`src/rtl/async_input_conditioner.sv`:
```
// Asynchronous input conditioner: per-channel multi-flop synchronizer,
// persistence (debounce) filter, and registered rise/fall edge pulses.
// Every channel is an independent copy. A shared any_change flag reports
// a pulse on any channel in the same cycle as that pulse.
module async_input_conditioner #(
  parameter int WIDTH         = 1,
  parameter int STAGES        = 2,
  parameter int FILTER_CYCLES = 4,
  parameter bit RESET_VAL     = 1'b0
) (
  input  logic             clk,
  input  logic             rst_n,
  input  logic [WIDTH-1:0] async_in,
  output logic [WIDTH-1:0] sync_out,
  output logic [WIDTH-1:0] filt_out,
  output logic [WIDTH-1:0] rise_pulse,
  output logic [WIDTH-1:0] fall_pulse,
  output logic             any_change
);

  // The counter needs at least one bit, even when FILTER_CYCLES is 1.
  localparam int CW = (FILTER_CYCLES > 1) ? $clog2(FILTER_CYCLES) : 1;
  localparam logic [CW-1:0] CNT_MAX = CW'(FILTER_CYCLES - 1);

  logic [WIDTH-1:0] change_d;

  for (genvar g = 0; g < WIDTH; g++) begin : g_ch
    logic [STAGES-1:0] chain_q;
    logic              filt_q;
    logic              filt_d;
    logic [CW-1:0]     cnt_q;
    logic [CW-1:0]     cnt_d;
    logic              rise_q;
    logic              fall_q;

    // Plain shift chain into the clock domain; no logic between stages.
    always_ff @(posedge clk or negedge rst_n) begin
      if (!rst_n) begin
        chain_q <= {STAGES{RESET_VAL}};
      end else begin
        chain_q <= {chain_q[STAGES-2:0], async_in[g]};
      end
    end

    // A new level is accepted only after it has differed from the filtered
    // level for FILTER_CYCLES consecutive edges; any agreement restarts the count.
    always_comb begin
      filt_d = filt_q;
      cnt_d  = '0;
      if (chain_q[STAGES-1] != filt_q) begin
        if (cnt_q == CNT_MAX) begin
          filt_d = chain_q[STAGES-1];
        end else begin
          cnt_d = cnt_q + CW'(1);
        end
      end
    end

    // Filter state and edge pulses; a pulse marks the cycle after acceptance.
    always_ff @(posedge clk or negedge rst_n) begin
      if (!rst_n) begin
        filt_q <= RESET_VAL;
        cnt_q  <= '0;
        rise_q <= 1'b0;
        fall_q <= 1'b0;
      end else begin
        filt_q <= filt_d;
        cnt_q  <= cnt_d;
        rise_q <= filt_d & ~filt_q;
        fall_q <= ~filt_d & filt_q;
      end
    end

    assign change_d[g]   = filt_d ^ filt_q;
    assign sync_out[g]   = chain_q[STAGES-1];
    assign filt_out[g]   = filt_q;
    assign rise_pulse[g] = rise_q;
    assign fall_pulse[g] = fall_q;
  end

  // Registered from the same next-state terms as the pulses so it lines up with them.
  always_ff @(posedge clk or negedge rst_n) begin
    if (!rst_n) begin
      any_change <= 1'b0;
    end else begin
      any_change <= |change_d;
    end
  end

endmodule

```
`config.mk`:
```
export PLATFORM = sky130hd
export DESIGN_NAME = async_input_conditioner
export DESIGN_NICKNAME = d
export VERILOG_FILES = /design/src/rtl/async_input_conditioner.sv
export SDC_FILE = /design/constraint.sdc
export NUM_CORES = 1
export LEC_CHECK = 0
export BUFFER_PORTS_ARGS = -buffer_cell sky130_fd_sc_hd__clkbuf_2
export CORE_AREA = 2 2 39 41
export DETAILED_ROUTE_END_ITERATION = 10
export DIE_AREA = 0 0 41 43
export SETUP_SLACK_MARGIN = 0.1
export SYNTH_ARGS = -nofsm -noshare
export SYNTH_HDL_FRONTEND = slang
export SYNTH_SLANG_ARGS = --single-unit
```
`constraint.sdc`:
```
create_clock -name clk -period 3.2 [get_ports clk]
set_input_delay 0 -clock clk [delete_from_list [all_inputs] [get_ports clk]]
set_output_delay 0 -clock clk [all_outputs]
set_load 0.1 [all_outputs]
```
== Word level (Yosys, flattened, before mapping) ==
Index checks and enable logic that the tools add are counted.
Storage, ports and cells
  logic and storage cells: 18
  bits of input ports: 3
  flip-flop bits (word level): 8
  output and inout bits: 5
Operators by class
  mux-type cells: 4
  bitwise operators: 5
  equal/unequal tests: 2
  $add $sub $neg: 1
Operator list (count)
  $mux W2: 2
  $add A2 B1 Y2 const B: 1
  $and A1 B1 Y1: 2
  $eq A2 B2 Y1 const B: 1
  $mux W1: 2
  $not A1 Y1: 2
  $ne A1 B1 Y1: 1
  $xor A1 B1 Y1: 1

== Depth between registers and ports, before layout ==
  depth after elaboration: 5
  depth in mapped cells: 5
  gate-level depth less buffers: 5

== Least setup slack after synthesis ==
No wires, ideal clock.
  path type: register -> register
  start point: register g_ch[0].filt_q (netlist: filt_out)
  end point: register any_change
  setup time: 0.063 ns
  data arrival time: 1.572 ns
  buffers on the path: 0
  path slack: 1.565 ns
  required time: 3.137 ns
  stages on the path, launching flop included: 5
  clock period less this slack: 1.635 ns
  cell sequence: dfrtp_1 inv_1 o21ai_0 ha_1 inv_1
Between the ends
  cells in the longest elaborated chain, start to end: 3
  elaborated cells on any way between the ends: 4
  classes of those cells: eq/ne: 1; mux: 2; bitwise: 1
Ends and longest elaborated chain
  start: declaration: RTL line 29  | logic filt_q;
  start signal: assignment: RTL line 67  | filt_q <= filt_d;
  $mux W1 / $ne A1 B1 Y1 (equally long branches): RTL line 51, 50
  $mux W1: RTL line 50  | if (chain_q[STAGES-1] != filt_q) begin
  $xor A1 B1 Y1 *: RTL line 74  | assign change_d[g] = filt_d ^ filt_q;
  via change_d: RTL line 25  | logic [WIDTH-1:0] change_d;
  end signal: assignment: RTL line 86  | any_change <= |change_d;
  end: declaration: RTL line 18  | output logic any_change
The timed path passes the listed nets; every way through them passes the cells marked *.

== Worst setup path after layout ==
  start point: register g_ch[0].cnt_q[0]
  end point: register any_change
Between the ends
  cells in the longest elaborated chain, start to end: 4
Ends and longest elaborated chain
  start: declaration: RTL line 31  | logic [CW-1:0] cnt_q;
  start signal: assignment: RTL line 68  | cnt_q <= cnt_d;
  $eq A2 B2 Y1: RTL line 51  | if (cnt_q == CNT_MAX) begin
  $mux W1: RTL line 51
  $mux W1: RTL line 50
  $xor A1 B1 Y1: RTL line 74
  via change_d: RTL line 25
The timed path passes the listed nets, and every way through them passes these cells.

==> Flow_metrics.wiki <==
{| class="wikitable"
! Metric !! Value
|-
| Number of cells traversed by the worst register-to-register path || 5
|-
| List of cells traversed by the critical path || ha_1 -> nand2_1 -> o21ai_0 -> ha_1 -> inv_1
|-
| Later-pin clock latency in the skew report || 0.25 ns
|-
| Initial antenna violation count || 0
|-
| Start-to-end type of the worst setup path || register to register
|-
| FF+latch count, synth || 8
|-
| Worst Path Arrival || 1.38 ns
|-
| Top Family by Delay on Critical Path || adder cells
|-
| Number of clock sinks seen by CTS || 8
|-
| Count of mapped cells out of synthesis || 20
|-
| Port Buf Inserts || 7
|-
| Final clock period utilization by the worst path || 38.6%
|-
| Slew headroom || 64.1%
|-
| Row count || 14
|-
| Maximum clock rate || 0.809 GHz
|-
| Ratio of cells with drive above 1 in the final layout || 34.4%
|-
| Final cell count without fillers || 48
|-
| DR pass1 iterations || 1
|-
| RePlAce Congestion || 0.654
|-
| Root buf cell || clkbuf_4
|-
| Final hold violations || 0
|-
| Setup repair after global routing missed its margin || false
|-
| Most frequent cells in the layout || dfrtp_1, clkbuf_2, clkbuf_4
|-
| Final net count || 39
|-
| Initial Utilization || 20.2%
|-
| Post-route worst setup slack || 1.96 ns
|-
| Pins Over Slew Limit || 0
|-
| Core area || 0.00138 sq mm
|-
| Slowest-stage cell, CP || dfrtp_1
|-
| Synth unique cells || 9
|-
| Most common cell after layout, fill and taps aside || dfrtp_1
|-
| Maximum number of pins on one net before global-route repair || 9
|-
| Via-to-Cell Ratio || 3.67
|-
| Seq/Total Area, Yosys || 71.7%
|-
| Critical path depth in cells || 5
|-
| Least-Margin Pin Slew || 0.540 ns
|-
| Remaining number of nets flagged by the antenna check after routing || 0
|-
| Setup slack of the worst register-to-register path || 1.96 ns
|-
| Outcome || finished clean
|-
| Count of warnings emitted by yosys || 0
|-
| All-layer global routing usage || 7.11%
|-
| Area of the die || 0.00176 sq mm
|-
| Global-route wire length before repair || 752 um
|-
| Number of global-route vias before repair || 183
|-
| Die boundary height || 43 um
|-
| Layout overhead on the synthesized area || 35.0%
|-
| Post-CTS setup buffer count || 0
|-
| CTS clk-pin slew, worst paths || 0.05 ns
|-
| TritonCTS Buffers || 3
|-
| Average size of a mapped cell || 14.0 sq um
|-
| HP Class || input port to asynchronous set/reset pin
|-
| Post-placement setup slack || 1.96 ns
|-
| Minimum clock period || 1.24 ns
|-
| Placed instance area || 334 sq um
|-
| Data required time of the worst path || 3.34 ns
|-
| Count of maximum capacitance violations || 0
|-
| Number of placed I/O pins || 8
|-
| Vias || 176
|-
| Post-Synthesis Net Count || 25
|-
| Final worst clock skew || 0.00444 ns
|-
| GRT overflow || 0
|-
| Endpoint type of the worst setup path || register
|-
| Routed len/inst || 8.29 um
|-
| Most used cell, CP || ha_1
|-
| Final instance area || 377 sq um
|-
| Number of antenna diodes || 0
|-
| CTS tree || yes
|-
| Final setup violation count || 0
|-
| Die Span X || 41 um
|-
| Residual DRC || 0
|-
| Iteration-0 DRC Markers || 0
|-
| Delay of the slowest cell on the worst path || 0.38 ns
|-
| Biggest fanout along the worst timing path || 5
|-
| Bufs and invs on worst path || 1
|-
| Launching element type of the critical path || register
|-
| Netlist Area Pre-Place || 279 sq um
|-
| Number of instances in the placed design || 43
|-
| Setup TNS || 0 ns
|-
| Detailed Route WL || 398 um
|-
| Clock Tree Buf Depth || 2
|-
| Number of H-tree levels || 1
|}
[path summary, 6_finish.rpt]
check	startpoint	end
max in group asynchronous	rst_n	g_ch[0].chain_q[0]
worst max-delay path	g_ch[0].cnt_q[0]	any_change
worst max register to register	g_ch[0].cnt_q[0]	any_change
worst min register to register	g_ch[0].chain_q[0]	g_ch[0].chain_q[1]
worst min-delay path	rst_n	fall_pulse
min in group clk	g_ch[0].chain_q[0]	g_ch[0].chain_q[1]
[per-layer routing]
layer	GRT usage (%)	wire [um]
met1	8.03	201
met4	2.00	7
met3	7.85	37
met5	0	0
met2	8.75	151
[registers in the layout (all words and copies together) (netlist names)]
signal	count
filt_out	1
fall_pulse	1
g_ch.chain_q	2
g_ch.cnt_q	2
rise_pulse	1
any_change	1
[synth_stat cells]
cell type	instances	share of area [%]
dfrtp_1	8	72
ha_1	2	9.0
inv_1	2	2.7
nand2_1	2	2.7
o21ai_0	2	3.6
nor2_1	1	1.3
nor2b_1	1	2.2
nor3_2	1	3.6
xnor2_1	1	3.1
[cell families after synthesis]
group,share of synthesized area (%)
AOI/OAI and AO/OA,3.59
xor gates and xnor gates,3.14
adders and majority gates,8.97
buffers and inverters,2.69
DFF,71.7
and+or+nand+nor,9.87
[final cells by class]
cell class | count | area (sq um)
Clock buffer | 3 | 22.5
Fill cell | 142 | 1010
Inverter | 2 | 7.51
Multi-Input combinational cell | 10 | 71.3
Sequential cell | 8 | 200
Tap cell | 16 | 20.0
Timing Repair Buffer | 9 | 55.1
[repair_timing]
item | in CTS | in global routing
endpoints found under the hold margin | 9 | 0
gates resized for setup | 0 | 0
hold buffers | 2 | 0
[stage by stage]
stage	hold slack (ns)	utilization (%)
floorplan	-0.296	-
global placement	-0.147	24.1
detailed placement	-0.143	24.1
CTS	0.122	27.2
global route	0.172	27.2
finish	0.124	27.2
Power is not shown: default switching activity piles up to over one toggle a cycle in this logic, so the estimate is an artifact.
